`src/rtl/stm_focus_pkg.sv`:
```
// stm_focus_pkg: focus entry layout shared by the focus STM writer and the
// focus STM engine that reads entries back, plus the writer state type.
package stm_focus_pkg;

  // Memory geometry
  localparam int unsigned Depth          = 8192;
  localparam int unsigned AddrWidth      = 13;
  localparam int unsigned CountWidth     = 14;

  // Host word and entry geometry
  localparam int unsigned WordWidth      = 16;
  localparam int unsigned WordsPerFocus  = 4;
  localparam int unsigned EntryWidth     = 64;

  // Field layout of one packed focus entry {w3,w2,w1,w0}
  localparam int unsigned CoordWidth     = 18;
  localparam int unsigned IntensityWidth = 8;
  localparam int unsigned ReservedWidth  = 2;
  localparam int unsigned FocusXLsb         = 0;
  localparam int unsigned FocusYLsb         = 18;
  localparam int unsigned FocusZLsb         = 36;
  localparam int unsigned FocusIntensityLsb = 54;
  localparam int unsigned FocusReservedLsb  = 62;

  typedef enum logic [1:0] {
    IDLE    = 2'd0,
    COLLECT = 2'd1,
    WRITE   = 2'd2
  } writer_state_t;

  // Assemble one entry from four host words, w0 in the least significant slot.
  function automatic logic [EntryWidth-1:0] pack_focus(
    input logic [WordWidth-1:0] w3,
    input logic [WordWidth-1:0] w2,
    input logic [WordWidth-1:0] w1,
    input logic [WordWidth-1:0] w0
  );
    return {w3, w2, w1, w0};
  endfunction

endpackage

```
`src/rtl/stm_focus_check.sv`:
```
// stm_focus_check: combinational range check of one packed focus entry.
// Flags negative z and non-zero reserved bits. The module only exists when
// STM_FOCUS_WRITER_RANGE_CHECK_EN is defined, so the default build carries
// no unused module.
`ifdef STM_FOCUS_WRITER_RANGE_CHECK_EN
module stm_focus_check (
  input  logic       z_sign_i,
  input  logic [1:0] reserved_i,
  output logic       bad_o
);

  // An entry is rejected when z is negative or any reserved bit is set.
  always_comb begin
    bad_o = z_sign_i | (reserved_i != 2'b00);
  end

endmodule
`endif

```
`src/rtl/stm_focus_writer.sv`:
```
// stm_focus_writer: packs groups of four 16-bit host words into 64-bit focus
// entries and writes them to the focus BRAM at a running, wrapping index.
// Optional feature macro: STM_FOCUS_WRITER_RANGE_CHECK_EN (drops entries with
// negative z or non-zero reserved bits and raises a sticky ERR).
module stm_focus_writer
  import stm_focus_pkg::*;
(
  input  logic                  clk_i,
  input  logic                  rst_i,
  input  logic                  start_i,
  input  logic [AddrWidth-1:0]  start_idx_i,
  input  logic [CountWidth-1:0] count_i,
  input  logic [WordWidth-1:0]  din_i,
  input  logic                  din_valid_i,
  output logic                  din_ready_o,
  output logic                  mem_we_o,
  output logic [AddrWidth-1:0]  mem_addr_o,
  output logic [EntryWidth-1:0] mem_din_o,
  output logic                  busy_o,
  output logic                  done_o,
  output logic                  err_o
);

  localparam int unsigned HeldWidth = WordWidth * (WordsPerFocus - 1);

  writer_state_t          state_q;
  logic [1:0]             wcnt_q;
  logic [HeldWidth-1:0]   words_q;   // w2..w0 of the entry being collected
  logic [AddrWidth-1:0]   idx_q;
  logic [CountWidth-1:0]  remain_q;
  logic                   ready_q;
  logic                   we_q;
  logic [AddrWidth-1:0]   addr_q;
  logic [EntryWidth-1:0]  mem_din_q;
  logic                   busy_q;
  logic                   done_q;

  logic                   xfer;
  logic [EntryWidth-1:0]  entry_d;
  logic [AddrWidth-1:0]   idx_d;
  logic                   bad_entry;

  // Transfer qualifier, the entry completed by the current word, next index.
  always_comb begin
    xfer    = din_valid_i & ready_q;
    entry_d = pack_focus(din_i, words_q[3*WordWidth-1:2*WordWidth],
                         words_q[2*WordWidth-1:WordWidth], words_q[WordWidth-1:0]);
    if (idx_q == AddrWidth'(Depth - 1)) begin
      idx_d = {AddrWidth{1'b0}};
    end else begin
      idx_d = idx_q + 13'd1;
    end
  end

`ifdef STM_FOCUS_WRITER_RANGE_CHECK_EN
  logic err_q;

  stm_focus_check u_check (
    .z_sign_i   (entry_d[FocusZLsb + CoordWidth - 1]),
    .reserved_i (entry_d[FocusReservedLsb +: ReservedWidth]),
    .bad_o      (bad_entry)
  );

  assign err_o = err_q;
`else
  assign bad_entry = 1'b0;
  assign err_o     = 1'b0;
`endif

  // Burst FSM: accepts START, collects four words, issues one write per entry.
  always_ff @(posedge clk_i) begin
    if (rst_i) begin
      state_q   <= IDLE;
      wcnt_q    <= 2'd0;
      words_q   <= {HeldWidth{1'b0}};
      idx_q     <= {AddrWidth{1'b0}};
      remain_q  <= {CountWidth{1'b0}};
      ready_q   <= 1'b0;
      we_q      <= 1'b0;
      addr_q    <= {AddrWidth{1'b0}};
      mem_din_q <= {EntryWidth{1'b0}};
      busy_q    <= 1'b0;
      done_q    <= 1'b0;
`ifdef STM_FOCUS_WRITER_RANGE_CHECK_EN
      err_q     <= 1'b0;
`endif
    end else begin
      we_q   <= 1'b0;
      done_q <= 1'b0;
      case (state_q)
        IDLE: begin
          if (start_i) begin
`ifdef STM_FOCUS_WRITER_RANGE_CHECK_EN
            err_q <= 1'b0;
`endif
            if (count_i != 14'd0) begin
              state_q  <= COLLECT;
              idx_q    <= start_idx_i;
              remain_q <= count_i;
              wcnt_q   <= 2'd0;
              ready_q  <= 1'b1;
              busy_q   <= 1'b1;
            end else begin
              // Empty burst completes immediately without touching memory.
              done_q <= 1'b1;
            end
          end
        end
        COLLECT: begin
          if (xfer) begin
            wcnt_q <= wcnt_q + 2'd1;
            if (wcnt_q == 2'd3) begin
              state_q   <= WRITE;
              ready_q   <= 1'b0;
              addr_q    <= idx_q;
              mem_din_q <= entry_d;
              we_q      <= ~bad_entry;
`ifdef STM_FOCUS_WRITER_RANGE_CHECK_EN
              if (bad_entry) begin
                err_q <= 1'b1;
              end
`endif
            end else begin
              // Shift from the top so w0 ends up in the lowest slot.
              words_q <= {din_i, words_q[HeldWidth-1:WordWidth]};
            end
          end
        end
        WRITE: begin
          idx_q    <= idx_d;
          remain_q <= remain_q - 14'd1;
          if (remain_q == 14'd1) begin
            state_q <= IDLE;
            busy_q  <= 1'b0;
            done_q  <= 1'b1;
          end else begin
            state_q <= COLLECT;
            ready_q <= 1'b1;
          end
        end
        default: begin
          state_q <= IDLE;
          ready_q <= 1'b0;
          busy_q  <= 1'b0;
        end
      endcase
    end
  end

  assign din_ready_o = ready_q;
  assign mem_we_o    = we_q;
  assign mem_addr_o  = addr_q;
  assign mem_din_o   = mem_din_q;
  assign busy_o      = busy_q;
  assign done_o      = done_q;

endmodule

```
`config.mk`:
```
export PLATFORM = sky130hd
export DESIGN_NAME = stm_focus_writer
export DESIGN_NICKNAME = d
export VERILOG_FILES = /design/src/rtl/stm_focus_pkg.sv /design/src/rtl/stm_focus_check.sv /design/src/rtl/stm_focus_writer.sv
export SDC_FILE = /design/constraint.sdc
export NUM_CORES = 1
export LEC_CHECK = 0
export BUFFER_PORTS_ARGS = -buffer_cell sky130_fd_sc_hd__buf_4
export CORE_MARGIN = 8
export CORE_UTILIZATION = 55
export CTS_BUF_LIST = sky130_fd_sc_hd__clkbuf_4 sky130_fd_sc_hd__clkbuf_8
export DETAILED_ROUTE_END_ITERATION = 8
export PLACE_DENSITY = 0.8
export SLEW_MARGIN = 40
export SYNTH_ARGS = -nofsm -noshare
export SYNTH_HDL_FRONTEND = slang
export SYNTH_SLANG_ARGS = --single-unit
```
`constraint.sdc`:
```
create_clock -name clk_i -period 3.8 [get_ports clk_i]
set_input_delay 0.19 -clock clk_i [delete_from_list [all_inputs] [get_ports clk_i]]
set_output_delay 0.19 -clock clk_i [all_outputs]
set_load 0.005 [all_outputs]
```
* Word-level counts from Yosys, hierarchy flattened
Index checks and enable logic that the tools add are counted.
** Word-level totals
- Register bits :: 160
- Input bits :: 47
- Word-level logic and storage cells :: 71
** Operators by class
- $add $sub $neg :: 3
- Eq/ne operators :: 11
- Muxes and demuxes :: 30
- Bitwise gates (word level) :: 4
- Reduce and logical (&&, ||, !) cells :: 12
** Operator list (count)
- $mux W13 :: 3
- $mux W14 :: 2
- $pmux W14 S2 :: 1
- $pmux W13 S2 :: 1
- $eq A14 B1 Y1 const B :: 1
- $mux W2 :: 7
- $reduce_bool A14 Y1 :: 1
- $sub A14 B1 Y14 const B :: 1
- $add A13 B1 Y13 const B :: 1
- $eq A13 B13 Y1 const B :: 1
- $ne A2 B2 Y1 const B :: 6
- $reduce_and A4 Y1 :: 3
- $mux W1 :: 11
- $reduce_and A3 Y1 :: 3
- $pmux W1 S3 :: 2
- $pmux W2 S3 :: 1
- $reduce_and A5 Y1 :: 1
- $eq A2 B2 Y1 const B :: 2
- $pmux W2 S2 :: 1
- $reduce_bool A2 Y1 :: 2
- $not A1 Y1 :: 3
- $reduce_or A3 Y1 :: 1
- $add A2 B1 Y2 const B :: 1
- $eq A2 B1 Y1 const B :: 1
- other kinds (3) :: 3

* Longest topological paths before layout
Gate-level depths: netlist of run 1.
- Depth after elaboration :: 4
- Depth in mapped cells :: 8

* Worst setup path after synthesis of run 1
No wires, ideal clock.
- Path kind :: register to register
- Start :: register state_q[1]
- End :: register remain_q[5]
- Arrival :: 1.671 ns
- Required time :: 3.673 ns
- Setup slack :: 2.002 ns
- Stages on the path, launching flop included :: 8
- Buffers on the path :: 2
- Path through :: dfxtp_1 > nor4_1 > and4_1 > buf_2 > or3_1 > clkbuf_1 > or3_1 > o2bb2ai_1
** Between the ends
- Longest elaborated chain between the ends :: 3
** Ends and longest elaborated chain
- from (decl) :: RTL line stm_focus_writer.sv:26 : writer_state_t state_q;
- from (signal assigned) :: RTL line stm_focus_writer.sv:73 : state_q <= IDLE;
- from (signal assigned) :: RTL line stm_focus_writer.sv:97 : state_q <= COLLECT;
- from (signal assigned) :: RTL line stm_focus_writer.sv:113 : state_q <= WRITE;
- $eq A2 B2 Y1 / $logic_not A2 Y1 (equally long branches) :: RTL line stm_focus_writer.sv:90 : case (state_q)
- $reduce_bool A2 Y1 (no line) / $ne A2 B2 Y1 (equally long branches)
- $reduce_and A3 Y1 (no line)
- to (signal assigned) :: RTL line stm_focus_writer.sv:77 : remain_q <= {CountWidth{1'b0}};
- to (signal assigned) :: RTL line stm_focus_writer.sv:99 : remain_q <= count_i;
- to (signal assigned) :: RTL line stm_focus_writer.sv:131 : remain_q <= remain_q - 14'd1;
- to (decl) :: RTL line stm_focus_writer.sv:30 : logic [CountWidth-1:0] remain_q;
Several ways; a longest one is shown, not always the timed one.
A chain may end at the register's enable or synchronous reset.

* Worst setup path in the final report of run 1
- Start :: register state_q[0]
- End :: register mem_din_q[11], in the netlist mem_din_o[11]
** Between the ends
- Longest elaborated chain between the ends :: 2
** Ends and longest elaborated chain
- $eq A2 B1 Y1 :: RTL line stm_focus_writer.sv:90
- $reduce_and A3 Y1 (no line)
- to (signal assigned) :: RTL line stm_focus_writer.sv:81 : mem_din_q <= {EntryWidth{1'b0}};
- to (signal assigned) :: RTL line stm_focus_writer.sv:116 : mem_din_q <= entry_d;
- to (decl) :: RTL line stm_focus_writer.sv:34 : logic [EntryWidth-1:0] mem_din_q;
No other way between the ends.

==> results of run 1 <==
## worst max path at each step
| stage | slack [ps] | start | cells after the start | endpoint |
|---|---|---|---|---|
| floorplan | 2000 | state_q[1] | 7 | remain_q[5] |
| global placement | 1130 | state_q[1] | 5 | remain_q[5] |
| detailed placement | 1110 | state_q[1] | 5 | remain_q[5] |
| CTS | 1110 | state_q[1] | 5 | remain_q[5] |
| global route | 860 | state_q[0] | 5 | mem_din_o[11] |
| finish | 1080 | state_q[0] | 5 | mem_din_o[11] |
## placed cells by master (no fill, tap or decap), drive strengths merged, types with 2 or more instances in the layout
cell and instances:
a221oi 3, o221ai 2, o41ai 3, o21ai 12
clkinv 3, clkinvlp 2, nor2b 2, a22o 5
nand2 274, nor4b 3, o21a 2, nor3 13
nor4 9, inv 13, nor2 21, nand2b 12
or2 2, nand3 8, o32ai 8, buf 134
dfxtp 160, nor3b 4, o31a 2, o31ai 2
xor2 2, dlygate4sd3 17, nand4 4, clkbuf 21
or3 5, a211oi 12, a21oi 151, bufinv 3
ha 4, o22ai 4
## state kept, by name (all words and copies together), names as in the netlist
| signal | cells |
|---|---|
| busy_o | 1 |
| din_ready_o | 1 |
| done_o | 1 |
| idx_q | 13 |
| mem_addr_o | 13 |
| mem_din_o | 64 |
| mem_we_o | 1 |
| remain_q | 14 |
| state_q | 2 |
| wcnt_q | 2 |
| words_q | 48 |
## power breakdown
part | internal, mW | switching [mW] | total, mW
sequential | 1.70 | 0.0355 | 1.74
clock | 0.696 | 0.628 | 1.32
combinational | 0.0986 | 0.122 | 0.221
total | 2.50 | 0.786 | 3.28
## layer usage
layer	vias up	GRT usage	part of all wire	wire, um
met2	202	0.367	0.48	8370
met1	2796	0.291	0.44	7690
met3	13	0.0635	0.073	1270
met5	-	0	0	0
met4	0	0.0760	0.0096	168
li1	2967	-	-	-
## area by class of cell
type | count | area [sq um] | area share
inverter | 10 | 37.5 | 0.00476
clock buffer | 21 | 270 | 0.0343
timing repair buffer | 151 | 1190 | 0.151
tap | 143 | 179 | 0.0227
sequential | 160 | 3200 | 0.407
clock inverter | 11 | 154 | 0.0195
multi-input combinational | 581 | 2840 | 0.361
## critical path, delay by kind of cell (launching register included)
family | cells | cell delay (ps)
AOI/OAI and AO/OA | 1 | 190
buffers and inverters | 1 | 580
DFF | 1 | 680
and+or+nand+nor | 3 | 1160
## timing repair
| action | CTS | global route |
|---|---|---|
| hold endpoints to repair | 31 | 0 |
| resized for setup | 0 | 0 |
| hold buffers | 17 | 0 |
## per-stage QoR
step	instances	total power [mW]	hold WS, ps	utilization
finish	1077	3.28	36.9	0.696
global route	1077	3.40	39.5	0.696
CTS	1077	3.30	18.0	0.696
detailed placement	1028	1.98	446	0.643
global placement	1028	1.97	442	0.642
floorplan	812	1.89	326	-
## cell families (layout without fill, tap and decap cells)
group	after synthesis	after routing	share of synthesized area
XOR/XNOR	3	3	0.00417
flip-flops	160	160	0.508
AND/OR/NAND/NOR	362	362	0.243
other	1	1	0.000595
adder cells (fa/ha/maj)	4	4	0.00794
AO/OA/AOI/OAI	211	211	0.191
buffers and inverters	71	193	0.0450
==> qor.csv, run 1 <==
metric;value;unit
TritonCTS buffer count;17;
FF-to-FF End;mem_din_o[11];
Yosys top cell area share;0.508;
Placed Instance Area;0.00728;sq mm
RSZ-0062 raised after global routing;no;
synth cell count leaders;nand2_1, dfxtp_1, a21oi_1;
CP arrival;3090;ps
Peak supply drop;0.280;mV
synthesized flop and latch total;160;
synthesized area;0.00630;sq mm
Total Nets Final;972;
Global Route Usage Sum;0.228;
crit end category;flop;
CP Class;flop to flop;
# diodes;0;
worst reg-to-reg setup slack;1080;ps
Post-CTS Setup Repair Bufs;0;
worst r2r src;state_q[0];
worst clock skew;11.2;ps
vias per std cell;5.55;
R2R depth;5;
Die ar.;0.0151;sq mm
# H-tree levels;4;
row count;39;
clock sinks;160;
Ys Warns;0;
layout cells sized above 1;0.190;
Initial Util;0.557;
WP data required;4170;ps
WHS Endpoint;done_o;
core area;0.0113;sq mm
top-count cell post-synth;nand2_1;
Synth-to-Final Area Change;24.9;%
final worst slack;1080;ps
initial antenna violation count;0;
asr flop ratio synth;0;
Seq/Total Area, Yosys;0.508;
drt total wl;17500;um
vias;5978;
Worst-path clk slew;80;ps
top_reg_cell synth;dfxtp_1;
class of the tightest hold or removal check;input port to flop;
dominant cells by area after synthesis;dfxtp_1, nand2_1, a21oi_1, clkbuf_1, a211oi_1;
count of cell types in the netlist;47;
post-detailed-route count of antenna-violating nets;0;
Longest Clk Path Bufs;2;
Critical Path Fanout Max;64;
fin area;0.00788;sq mm
final RePlAce weighted congestion;0.870;
HP Start;start_i;
WHS Path Cells;3;
post-DP HPWL;11500;um
MaxCap Viol Count;0;
Post-synth EDFFs;0;
WL/cell;16.2;um
Setup TNS;0;ps
vias in the first global route;5610;
critical path cell sequence;nor3b_2, and2_2, buf_4, nand2_1, a21oi_1;
Fin. Hold Viols;0;
Slew @ Worst Pin;820;ps
DRC viols;0;
startpoint types;flop;
CP peak stage delay;680;ps
Syn Area/Cell;7.76;sq um
outcome;completed;
Slew headroom;0.446;
cell count after synthesis;812;
Die W;123;um
Worst-Skew Late Latency;450;ps
CP max stage cell;dfxtp_1;
Die Ht;123;um
first-pass GRT wire length;28000;um
CTS root buffer;clkbuf_8;
area leader, netlist;dfxtp_1;
syn nets;863;
largest net degree at the start of global routing;108;
I/O Buffers;127;
filler instances;963;
total global routing overflow;0;
CTS tree;yes;
PD cells;417;mW/mm^2
first drt pass iteration count;5;
leakage;2.91;nW
FMAX;367;MHz
period utilisation layout;0.717;
final setup violation count;0;
Place WS;1110;ps
max-slew violations;0;
Final Critical Period;2720;ps
1st-iter DRT viols;559;
IO Pins;129;
No activity file was read; power rests on OpenSTA's default activity.
==> run 2: changes to the inputs <==
- CORE_UTILIZATION: 55 -> 51
- PLACE_DENSITY: 0.8 -> 0.78
- clock period: 3.8 -> 2.4 ns (I/O delays scaled with it)
==> qor.csv, run 2 (synthesis results as in run 1) <==
metric;value;unit
FF-to-FF End;idx_q[1];
final RePlAce weighted congestion;0.855;
core area;0.0121;sq mm
Logic pwr share;0.072;
Die W;127;um
CP arrival;2440;ps
Crit path max-delay family;simple AND/OR/NAND/NOR gates;
Setup TNS;0;ps
R2R depth;6;
largest net degree at the start of global routing;169;
vias per std cell;5.37;
Die Ht;127;um
period utilisation layout;0.887;
worst clock skew;8.80;ps
Global Route Usage Sum;0.215;
FMAX;470;MHz
Total Nets Final;990;
Slew headroom;0.483;
CTS tree;yes;
post-DP HPWL;11200;um
class of the tightest hold or removal check;input port to flop;
worst r2r src;idx_q[0];
WL met1;7830;um
total global routing overflow;0;
Worst Setup SP;idx_q[0];
crit end category;flop;
clock sinks;160;
# diodes;0;
I/O Buffers;127;
Sequential Power Share;0.536;
Final Critical Period;2130;ps
most frequent cells in the layout;nand2_1, dfxtp_1, a21oi_1;
worst reg-to-reg setup slack;270;ps
max reg flops;64;
CP Class;flop to flop;
first drt pass iteration count;5;
Worst-path clk slew;80;ps
Sw Ratio;0.240;
Slew @ Worst Pin;775;ps
vias in the first global route;5633;
Longest Clk Path Bufs;2;
# H-tree levels;4;
wire length on met2;7760;um
WP data required;2710;ps
TritonCTS buffer count;17;
CTS root buffer;clkbuf_8;
Initial Util;0.523;
critical path cell sequence;ha_1, nand3_1, or2_2, o31a_1, a221oi_1, nor3_1;
drt total wl;17300;um
Die ar.;0.0162;sq mm
first-pass GRT wire length;28400;um
critical path depth;6;
WL/cell;15.5;um
IO Pins;129;
Fin. Hold Viols;0;
clock power share;0.392;
Int Pwr;3.89;mW
HP Start;start_idx_i[7];
Post-CTS Setup Repair Bufs;0;
Setup crit end;idx_q[1];
Bufs and invs on worst path;0;
multi-input gate area in the final layout;0.00284;sq mm
met3 routed WL;1340;um
filler instances;1052;
startpoint types;flop;
initial antenna violation count;0;
row count;40;
CP peak stage delay;430;ps
net switching power;1.23;mW
1st-iter DRT viols;524;
vias;6018;
outcome;completed;
Reg area;0.00320;sq mm
final setup violation count;0;
post-detailed-route count of antenna-violating nets;0;
MaxCap Viol Count;0;
Layout Cells excl Fill;1120;
DRC viols;0;
DP Cell Count;1063;
RSZ-0062 raised after global routing;no;
CP max stage cell;dfxtp_1;
layout cells sized above 1;0.194;
Critical Path Fanout Max;7;
Worst-Skew Late Latency;450;ps
max-slew violations;0;
top sig layer;met4;
Synth-to-Final Area Change;28.1;%
most common cell after layout, fill and taps aside;nand2_1;
leakage;2.98;nW
Peak supply drop;0.403;mV
PD cells;634;mW/mm^2
[run 2: cell types whose count changed in the layout (fill, tap and decap cells not counted), sizes merged]
cell         previous run  this run
buf                   134       144
dlygate4sd3            17        25
bufinv                  3         2
clkinv                  3         4
clkinvlp                2         1
inv                    13        14
[run 2: layout make-up]
type | count | area share
Inverter | 10 | 0.00465
Tap cell | 168 | 0.0260
Timing Repair Buffer | 169 | 0.171
Clock inverter | 11 | 0.0156
Sequential cell | 160 | 0.396
Multi-Input combinational cell | 581 | 0.351
Clock buffer | 21 | 0.0350
[run 2: worst min-delay path by stage]
| stage | cells after the start | slack, ps | endpoint |
|---|---|---|---|
| 3_3_place_gp | 3 | 380 | mem_din_o[55] |
| 5_1_grt | 3 | 40 | idx_q[7] |
| 3_5_place_dp | 3 | 390 | mem_din_o[55] |
| 2_1_floorplan | 2 | 260 | words_q[32] |
| 4_1_cts | 3 | 0.1 | idx_q[1] |
| 6_report | 3 | 40 | idx_q[7] |
[run 2: worst register-to-register path, delay by kind of cell, from the launching register on]
| kind | cells | cell delay (ps) |
|---|---|---|
| AOI/OAI and AO/OA | 2 | 590 |
| adders and majority gates | 1 | 230 |
| DFF | 1 | 430 |
| and+or+nand+nor | 3 | 750 |
[run 2: power groups by stage]
stage / Clock [mW] / Combinational, mW / Sequential [mW]
3_3_place_gp: 0 / 0.327 / 2.80
6_report: 2.01 / 0.370 / 2.74
4_1_cts: 2.06 / 0.366 / 2.74
5_1_grt: 2.17 / 0.408 / 2.75
3_5_place_dp: 0 / 0.331 / 2.81
2_1_floorplan: 0 / 0.206 / 2.79
[run 2: layer usage]
metal | track usage | up-vias
li1 | - | 3004
met1 | 0.285 | 2777
met2 | 0.319 | 205
met3 | 0.0632 | 32
met4 | 0.0910 | 0
met5 | 0 | -
[run 2: repair_timing]
| action | CTS | global route |
|---|---|---|
| endpoints found under the hold margin | 41 | 0 |
| gates resized for setup | 0 | 0 |
| hold buffers | 25 | 0 |
[run 2: stage by stage]
step / power, mW / hold slack (ps) / setup WS, ps / area, sq um / utilization
global placement: 3.13 / 381 / 260 / 7410 / 0.615
floorplan: 3.00 / 256 / 602 / 6300 / -
global route: 5.33 / 37.8 / 74.4 / 8080 / 0.670
finish: 5.12 / 40.2 / 270 / 8080 / 0.670
CTS: 5.17 / 0.102 / 301 / 8080 / 0.670
detailed placement: 3.14 / 385 / 325 / 7420 / 0.615
